## config.mk

```make
export PLATFORM = sky130hd
export DESIGN_NAME = fifo_rd_dispatch
export DESIGN_NICKNAME = d
export VERILOG_FILES = /design/src/rtl/fifo_pkg.sv /design/src/rtl/rr_arbiter.sv /design/src/rtl/fifo_rd_dispatch.sv
export SDC_FILE = /design/constraint.sdc
export NUM_CORES = 1
export LEC_CHECK = 0
export CORE_MARGIN = 1.5
export CORE_UTILIZATION = 37
export CTS_CLUSTER_SIZE = 12
export DETAILED_ROUTE_END_ITERATION = 10
export PLACE_DENSITY_LB_ADDON = 0.2
export SLEW_MARGIN = 25
export SYNTH_ARGS = -nofsm -noshare
export SYNTH_HDL_FRONTEND = slang
export SYNTH_SLANG_ARGS = --single-unit
```

## constraint.sdc

```tcl
create_clock -name i_rd_clk -period 1.4 [get_ports i_rd_clk]
set_input_delay 0.21 -clock i_rd_clk [delete_from_list [all_inputs] [get_ports i_rd_clk]]
set_output_delay 0.21 -clock i_rd_clk [all_outputs]
set_load 0.005 [all_outputs]
```

## src/rtl/fifo_pkg.sv

```systemverilog
// Shared types and constants for the FIFO read-side dispatcher.
package fifo_pkg;

  typedef enum logic {RUN, FLUSH} dispatch_state_e;

  localparam int unsigned STAT_CNT_W = 16;

  function automatic logic [STAT_CNT_W-1:0] sat_inc(input logic [STAT_CNT_W-1:0] v);
    return (&v) ? v : v + STAT_CNT_W'(1);
  endfunction

endpackage

```

## src/rtl/rr_arbiter.sv

```systemverilog
// Round-robin arbiter: grants the first eligible lane at or after the pointer, wrapping.
module rr_arbiter #(
  parameter int unsigned N = 2,
  localparam int unsigned PtrW = (N > 1) ? $clog2(N) : 1
) (
  input  logic            clk_i,
  input  logic            rst_ni,
  input  logic [N-1:0]    elig_i,
  input  logic            advance_i,
  input  logic            clear_i,
  output logic [N-1:0]    grant_o,
  output logic [PtrW-1:0] ptr_o
);

  logic [PtrW-1:0] ptr_q;
  logic [PtrW-1:0] win;
  logic [PtrW-1:0] ptr_nxt;
  logic            found;

  // Two passes: lanes at/after the pointer first, then the wrapped lanes below it.
  always_comb begin
    grant_o = '0;
    win     = ptr_q;
    found   = 1'b0;
    for (int j = 0; j < int'(N); j++) begin
      if (!found && elig_i[j] && (j >= int'(ptr_q))) begin
        found      = 1'b1;
        grant_o[j] = 1'b1;
        win        = PtrW'(j);
      end
    end
    for (int j = 0; j < int'(N); j++) begin
      if (!found && elig_i[j] && (j < int'(ptr_q))) begin
        found      = 1'b1;
        grant_o[j] = 1'b1;
        win        = PtrW'(j);
      end
    end
    if (int'(win) == int'(N) - 1) ptr_nxt = '0;
    else                          ptr_nxt = win + PtrW'(1);
  end

  always_ff @(posedge clk_i or negedge rst_ni) begin
    if (!rst_ni) begin
      ptr_q <= '0;
    end else if (clear_i) begin
      ptr_q <= '0;
    end else if (advance_i && found) begin
      ptr_q <= ptr_nxt;
    end
  end

  assign ptr_o = ptr_q;

endmodule

```

## src/rtl/fifo_rd_dispatch.sv

```systemverilog
// Pops an upstream FIFO into per-lane one-word slots with round-robin lane selection.
// Optional per-lane transfer counters are enabled by FIFO_RD_DISPATCH_STAT_EN.
module fifo_rd_dispatch import fifo_pkg::*; #(
  parameter int unsigned WIDTH     = 8,
  parameter int unsigned N_READERS = 2
) (
  input  logic                           i_rd_clk,
  input  logic                           i_rd_rstn,
  input  logic                           i_fifo_empty,
  input  logic [WIDTH-1:0]               i_fifo_rd_data,
  output logic                           o_fifo_rd_en,
  input  logic [N_READERS-1:0]           i_req,
  output logic [N_READERS-1:0]           o_vld,
  output logic [N_READERS*WIDTH-1:0]     o_data,
  input  logic [N_READERS-1:0]           i_rdy,
  input  logic                           i_flush,
`ifdef FIFO_RD_DISPATCH_STAT_EN
  output logic [N_READERS*STAT_CNT_W-1:0] o_stat_cnt,
`endif
  output logic                           o_busy
);

  localparam int unsigned RrPtrW = (N_READERS > 1) ? $clog2(N_READERS) : 1;

  dispatch_state_e                      state_q;
  logic [N_READERS-1:0]                 vld_q;
  logic [N_READERS-1:0][WIDTH-1:0]      data_q;
  logic [N_READERS-1:0]                 xfer, free, elig, grant;
  logic [RrPtrW-1:0]                    rr_ptr;
  logic                                 pop, load, ret_run;

  always_comb begin
    xfer    = vld_q & i_rdy;
    free    = ~vld_q | i_rdy;
    elig    = i_req & free;
    // Rd-enable is combinational, so reset must gate it explicitly.
    pop     = i_rd_rstn & ((state_q == FLUSH) ? ~i_fifo_empty : (~i_fifo_empty & (|elig)));
    load    = pop & (state_q == RUN) & ~i_flush;
    ret_run = (state_q == FLUSH) & i_fifo_empty;
  end

  rr_arbiter #(
    .N(N_READERS)
  ) u_arb (
    .clk_i    (i_rd_clk),
    .rst_ni   (i_rd_rstn),
    .elig_i   (elig),
    .advance_i(load),
    .clear_i  (ret_run),
    .grant_o  (grant),
    .ptr_o    (rr_ptr)
  );

  always_comb assert (32'(rr_ptr) < N_READERS);

  always_ff @(posedge i_rd_clk or negedge i_rd_rstn) begin
    if (!i_rd_rstn) begin
      state_q <= RUN;
    end else begin
      unique case (state_q)
        RUN:     if (i_flush)      state_q <= FLUSH;
        FLUSH:   if (i_fifo_empty) state_q <= RUN;
        default: state_q <= RUN;
      endcase
    end
  end

  always_ff @(posedge i_rd_clk or negedge i_rd_rstn) begin
    if (!i_rd_rstn) begin
      vld_q  <= '0;
      data_q <= '0;
    end else if ((state_q != RUN) || i_flush) begin
      vld_q <= '0;
    end else begin
      for (int k = 0; k < int'(N_READERS); k++) begin
        if (load && grant[k]) begin
          vld_q[k]  <= 1'b1;
          data_q[k] <= i_fifo_rd_data;
        end else if (xfer[k]) begin
          vld_q[k] <= 1'b0;
        end
      end
    end
  end

`ifdef FIFO_RD_DISPATCH_STAT_EN
  logic [N_READERS-1:0][STAT_CNT_W-1:0] stat_q;

  always_ff @(posedge i_rd_clk or negedge i_rd_rstn) begin
    if (!i_rd_rstn) begin
      stat_q <= '0;
    end else begin
      for (int k = 0; k < int'(N_READERS); k++) begin
        if (xfer[k]) stat_q[k] <= sat_inc(stat_q[k]);
      end
    end
  end

  assign o_stat_cnt = stat_q;
`endif

  assign o_fifo_rd_en = pop;
  assign o_vld        = vld_q;
  assign o_data       = data_q;
  assign o_busy       = (state_q == FLUSH);

endmodule

```

==> flow_metrics.py <==
metrics = {
    "timing": {
        "setup_viol_count_final": 18,
        "fin_crit_ns": 1.59,
        "fmax_mhz": 630,
        "period_share": 1.13,
        "rsz0062_at_grt": "true",
        "worst_pin_slew_ns": 0.331,
        "hold_violations": 0,
        "tns_ns": -2.71,
        "layout_setup_ws_ns": -0.188,
        "slew_violations": 0,
        "slew_headroom": 0.778,
        "clock_skew_ns": 0.0105,
    },
    "critical_path": {
        "rr_startpoint": "o_vld[0]",
        "crit_type": "reg2reg",
        "critPathRequiredTime_ns": 1.58,
        "critical_path.endpoint": "o_data[10]",
        "crit_path_top_delay_cell": "dfrtp_1",
        "cp-startpoint": "o_vld[0]",
        "r2r_setup_slack_ns": -0.19,
        "r2r_end": "o_data[10]",
        "r2r_cells": 5,
        "cp-start-kind": "flop",
        "cpPeakStageDelay_ns": 0.45,
        "cp.arrival_ns": 1.77,
        "path_cells": "buf_6 -> nor2b_1 -> o2111ai_2 -> buf_4 -> mux2_2",
        "cp_max_fo": 3,
        "cp-end-kind": "flop",
    },
    "clock_network": {
        "cts.clk_slew.worst_paths_ns": 0.11,
        "clk_path_buf_depth": 2,
        "clock_latency_ns": 0.30,
        "tritoncts": "yes",
        "htree_levels": 1,
        "hold_buffers": 0,
        "clkSinkCount": 20,
        "cts_buffers": 3,
        "cts_root_buffer": "clkbuf_4",
    },
    "finish": {
        "fin_nets": 133,
        "drive_gt1_frac": 0.422,
        "antenna_cells": 0,
        "syn_to_final_growth_pct": 78.0,
        "design_area_mm2": 0.00150,
    },
    "synth": {
        "synth_top_area_frac": 0.595,
        "synth_edf_count": 0,
        "synth_common_cells": "dfrtp_1 (20), mux2_2 (16), nand2b_1 (3)",
        "synth.most_common_cell": "dfrtp_1",
        "synth.avg_cell_area_um2": 15.3,
        "synth.distinct_cells": 14,
        "synthFlopType": "dfrtp_1",
        "async_reset_ff_frac": 1.00,
        "yosysSeqAreaShare": 0.595,
        "syn_area_um2": 841,
        "ys_warn_count": 0,
        "synth.net_count": 71,
        "ys_ff_latch": 20,
        "netlist_instances": 55,
        "synth_top_cell_by_area": "dfrtp_1",
        "synthTopCellsByArea": "dfrtp_1 (60%), mux2_2 (21%), o2111ai_2 (3.6%)",
    },
    "status": {
        "failed_checks": "setup timing",
        "status": "finished with violations",
    },
    "floorplanning": {
        "initial_utilization": 0.388,
        "coreArea_mm2": 0.00217,
        "die_h_um": 50.7,
        "fp-row-count": 17,
        "ios": 36,
        "die_area_mm2": 0.00257,
        "die_w_um": 50.7,
    },
    "route": {
        "avgViaCountPerCell": 4.76,
        "first_pass_iters": 4,
        "drc": 0,
        "wl_per_cell_um": 14.5,
        "antenna_left": 0,
        "vias": 685,
        "drt_iter0_drc": 9,
        "drt-total-wl_um": 2090,
    },
    "global_routing": {
        "grt_pass1_vias": 720,
        "grt_max_degree": 12,
        "grt_usage": 0.182,
        "antenna_found_initial": 0,
        "grt-ovfl-total": 0,
        "grt_first_pass_wirelength_um": 3450,
    },
    "power_and_ir_drop": {
        "max-vdd-ir-drop_v": 0.000810,
        "p_leak_uw": 0.000847,
        "p_per_area_mw_per_mm2": 1080,
    },
    "place": {
        "numPortBuffers": 35,
        "hpwl_um": 1630,
        "place_congestion": 0.933,
        "post_dp_cell_area_mm2": 0.00137,
    },
    "job": {
        "maxCapViolations": 0,
    },
    "hold_path": {
        "hp-class": "in2async",
    },
}
==> flip-flops by register name, indices dropped and copies added, names as in the netlist <==
register / flops
o_data: 16
o_busy: 1
o_vld: 2
u_arb.ptr_o: 1
==> metrics by stage <==
step / util / std cells / worst slack (ns) / total power [µW] / hold WS (ns)
6_report: 0.690 / 144 / -0.188 / 1620 / 0.0502
3_5_place_dp: 0.631 / 137 / -0.565 / 1340 / 0.498
3_3_place_gp: 0.631 / 137 / -0.495 / 1320 / 0.486
2_1_floorplan: - / 55 / -0.158 / 939 / -0.0856
5_1_grt: 0.690 / 144 / -0.240 / 1730 / 0.0385
4_1_cts: 0.661 / 142 / -0.188 / 1670 / 0.0607
==> logic make-up (layout without fill, tap and decap cells) <==
group | after synthesis | count (layout) | synth area share
and+or+nand+nor | 9 | 9 | 0.0878
buffers and inverters | 2 | 63 | 0.00893
DFF | 20 | 20 | 0.595
muxes | 17 | 17 | 0.226
AOI/OAI and AO/OA | 7 | 7 | 0.0818
==> report_power, final <==
group	total, µW	leakage [µW]	internal, µW	switching (µW)
Clock	326	0.0000210	158	167
Combinational	518	0.000574	363	155
Sequential	779	0.000253	712	67.2
==> how the worst min path moves through the flow <==
stage,end,slack [ns],cells after the start
6_report,o_data[8],0.05,2
2_1_floorplan,o_busy,-0.09,0
3_3_place_gp,o_data[13],0.49,1
4_1_cts,o_data[8],0.06,2
3_5_place_dp,o_data[9],0.50,1
5_1_grt,u_arb.ptr_o,0.04,2
==> per-layer routing <==
layer | up-vias | GRT usage | share of wire
met1 | 334 | 0.235 | 0.43
met5 | - | 0 | 0
li1 | 329 | - | -
met4 | 0 | 0.0631 | 0
met2 | 22 | 0.289 | 0.52
met3 | 0 | 0.0565 | 0.049
==> layout by cell type (no fill, tap or decap), types with 2 or more instances in the layout <==
cell	n
buf_4	19
buf_6	3
clkbuf_4	3
clkdlybuf4s50_1	15
dfrtp_1	20
dlygate4sd2_1	5
dlymetal6s2s_1	14
inv_1	2
mux2_2	15
nand2b_1	2
nor2b_1	2
o2111ai_2	2
o31ai_1	2
==> worst max-delay path: cells and delay by family, from the launching register on <==
kind	cells	cell delay, ns
muxes	1	0.33
and+or+nand+nor	1	0.14
AOI/OAI and AO/OA	1	0.25
DFF	1	0.45
buffers and inverters	2	0.32
==> area by class of cell <==
class / instances / area [µm²]
Tap cell: 28 / 35.0
Timing Repair Buffer: 57 / 551
Inverter: 2 / 7.51
Clock buffer: 4 / 36.3
Fill cell: 171 / 673
Multi-Input combinational cell: 33 / 367
Sequential cell: 20 / 500
==> what timing repair did <==
action / CTS / global route
gates resized for setup: 13 / 17
setup buffers: 1 / 2
gates cloned: 0 / 0
endpoints found under the setup margin: 22 / 35
pin swaps: 3 / 3
No activity file was read; power rests on OpenSTA's default activity.
==> patch: new RTL, same settings <==
The parameter `WIDTH` goes from 8 to 7.
--- a/src/rtl/fifo_rd_dispatch.sv
+++ b/src/rtl/fifo_rd_dispatch.sv
@@ -3,3 +3,3 @@
 module fifo_rd_dispatch import fifo_pkg::*; #(
-  parameter int unsigned WIDTH     = 8,
+  parameter int unsigned WIDTH     = 7,
   parameter int unsigned N_READERS = 2
Ports: changed (resized i_fifo_rd_data and o_data); port bits go from 36 to 33. No check against the original RTL was run, so the function may have changed too.
==> patch against the unedited design <==
The flow still finishes with violations (negative setup slack). Sequential cell count decreased by 2. Die area decreased by 7.1%. Non-clock buffer count increased by 4. Critical path depth increased by 1. Total power decreased by 2.2%. Design area decreased by 1.3%. Setup slack got worse by 0.098 ns. Routed wire length decreased by 4.0%. Final cell count unchanged. Clock power decreased by 16%. Synthesized area decreased by 7.6%. Fmax decreased by 5.8%. First-iteration DRC count increased by 11%. Highest routed layer is now met4.
==> patch: results <==
[worst_setup_path]
arrival_ns = 1.87
worst-path-max-fanout = 5

[synthesis]
yosysWarnings = 0
synthTopCellsByCount = 18 x dfrtp_1, 14 x mux2_2
synth.top_cells.by_area = dfrtp_1 58%, mux2_2 20%, nor4b_4 3.1%
syn-num-nets = 68
ys_seq_area_share_pct = 58.0
synth_cell_type_count = 19

[clock_network]
cts-root-buf = clkbuf_4
numCtsBuffers = 3
clk_path_buf_depth = 2
clk_pin_slew_ns = 0.11

[global_route]
grt_pass1_wl_mm = 3.31
met2_usage_pct = 30.4
grtUsageTotal_pct = 18.2
use_met1_pct = 23.6
grt_antenna_before_repair = 0
grt_pass1_vias = 699
grt_use_met3_pct = 3.37

[sta]
fin_skew_ns = 0.00976
finalSetupViolations = 16
slew_headroom_pct = 82.1
layout_setup_ws_ns = -0.286

[route]
drt-pass1-iter-count = 4
vias_per_cell = 4.73
drt-total-wl_mm = 2.01
drt-initial-drc-count = 10

[final_layout]
largest_register_ffs = 14
drive_above_1_share_pct = 45.3
num_antenna_cells = 0

[place]
gp_congestion = 0.699
place_area_um2 = 1190
pre_cts_slack_ns = -0.548
dpl.hpwl_mm = 1.37
portBuffers = 32

[outcome]
status = finished, violations left
violations = negative setup slack

[pwr]
ir_drop_uv = 916
p_leak_nw = 0.824
p_int_w = 0.00120
patch: through the flow:
step           total power (W)  TNS [ns]  utilization (%)  cells  hold slack, ns
2_1_floorplan         0.000838     -1.65                -     53         -0.0856
3_3_place_gp           0.00115     -7.30             60.8    120           0.489
3_5_place_dp           0.00117     -8.20             60.8    120           0.496
4_1_cts                0.00150     -3.88             69.6    134          0.0350
5_1_grt                0.00167     -4.71             75.3    144          0.0499
6_report               0.00159     -3.71             75.3    144          0.0350
patch: routing by layer:
layer / share of wire, % / routed length, um
met1: 43 / 860
met2: 51 / 1030
met3: 4.3 / 86
met4: 1.7 / 34
met5: 0 / 0
patch: path summary, 6_finish.rpt:
path	slack [ns]	endpoint	cells after the start	from
hold / removal	0.03	o_data[4]$_DFFE_PN0P_	2	i_rd_rstn
hold reg to reg	0.51	o_data[12]$_DFFE_PN0P_	1	o_data[12]$_DFFE_PN0P_
setup reg to reg	-0.29	o_data[8]$_DFFE_PN0P_	6	o_busy$_DFF_PN0_
setup / recovery	-0.29	o_data[8]$_DFFE_PN0P_	6	o_busy$_DFF_PN0_
min in group i_rd_clk	0.43	u_arb.ptr_o$_DFFE_PN0P_	3	i_fifo_empty
max in group asynchronous	1.18	o_data[6]$_DFFE_PN0P_	2	i_rd_rstn
patch: final cells by class:
class	count	area (um2)
timing repair buffer	61	596
fill	144	484
sequential	18	452
multi-input combinational	33	367
tap	27	33.8
clock buffer	4	26.3
inverter	1	3.75
patch: logic make-up after synthesis:
kind of cell | synth area share, %
multiplexers | 21.6
AND/OR/NAND/NOR | 13.4
flip-flops | 58.0
buffers and inverters | 1.93
AO/OA/AOI/OAI | 5.15
patch: power by group through the flow:
stage          registers (W)  logic (W)  clock network [W]
2_1_floorplan       0.000712   0.000126                  0
3_3_place_gp        0.000699   0.000451                  0
4_1_cts             0.000695   0.000530           0.000280
3_5_place_dp        0.000703   0.000462                  0
6_report            0.000690   0.000623           0.000274
5_1_grt             0.000706   0.000665           0.000303
patch: repair_timing:
action                     4_1_cts  5_1_grt
gates resized for setup         20       15
pin swaps                        3        1
hold endpoints to repair         0        0
gates cloned                     0        0
setup endpoints to repair       16       31
setup buffers                   10       10
patch: critical path, stage by stage (launching register included):
cell	delay (ns)
dfrtp_2	0.42
buf_6	0.12
nor4b_4	0.26
nand3_2	0.15
nor2_4	0.19
buf_6	0.13
mux2_4	0.29
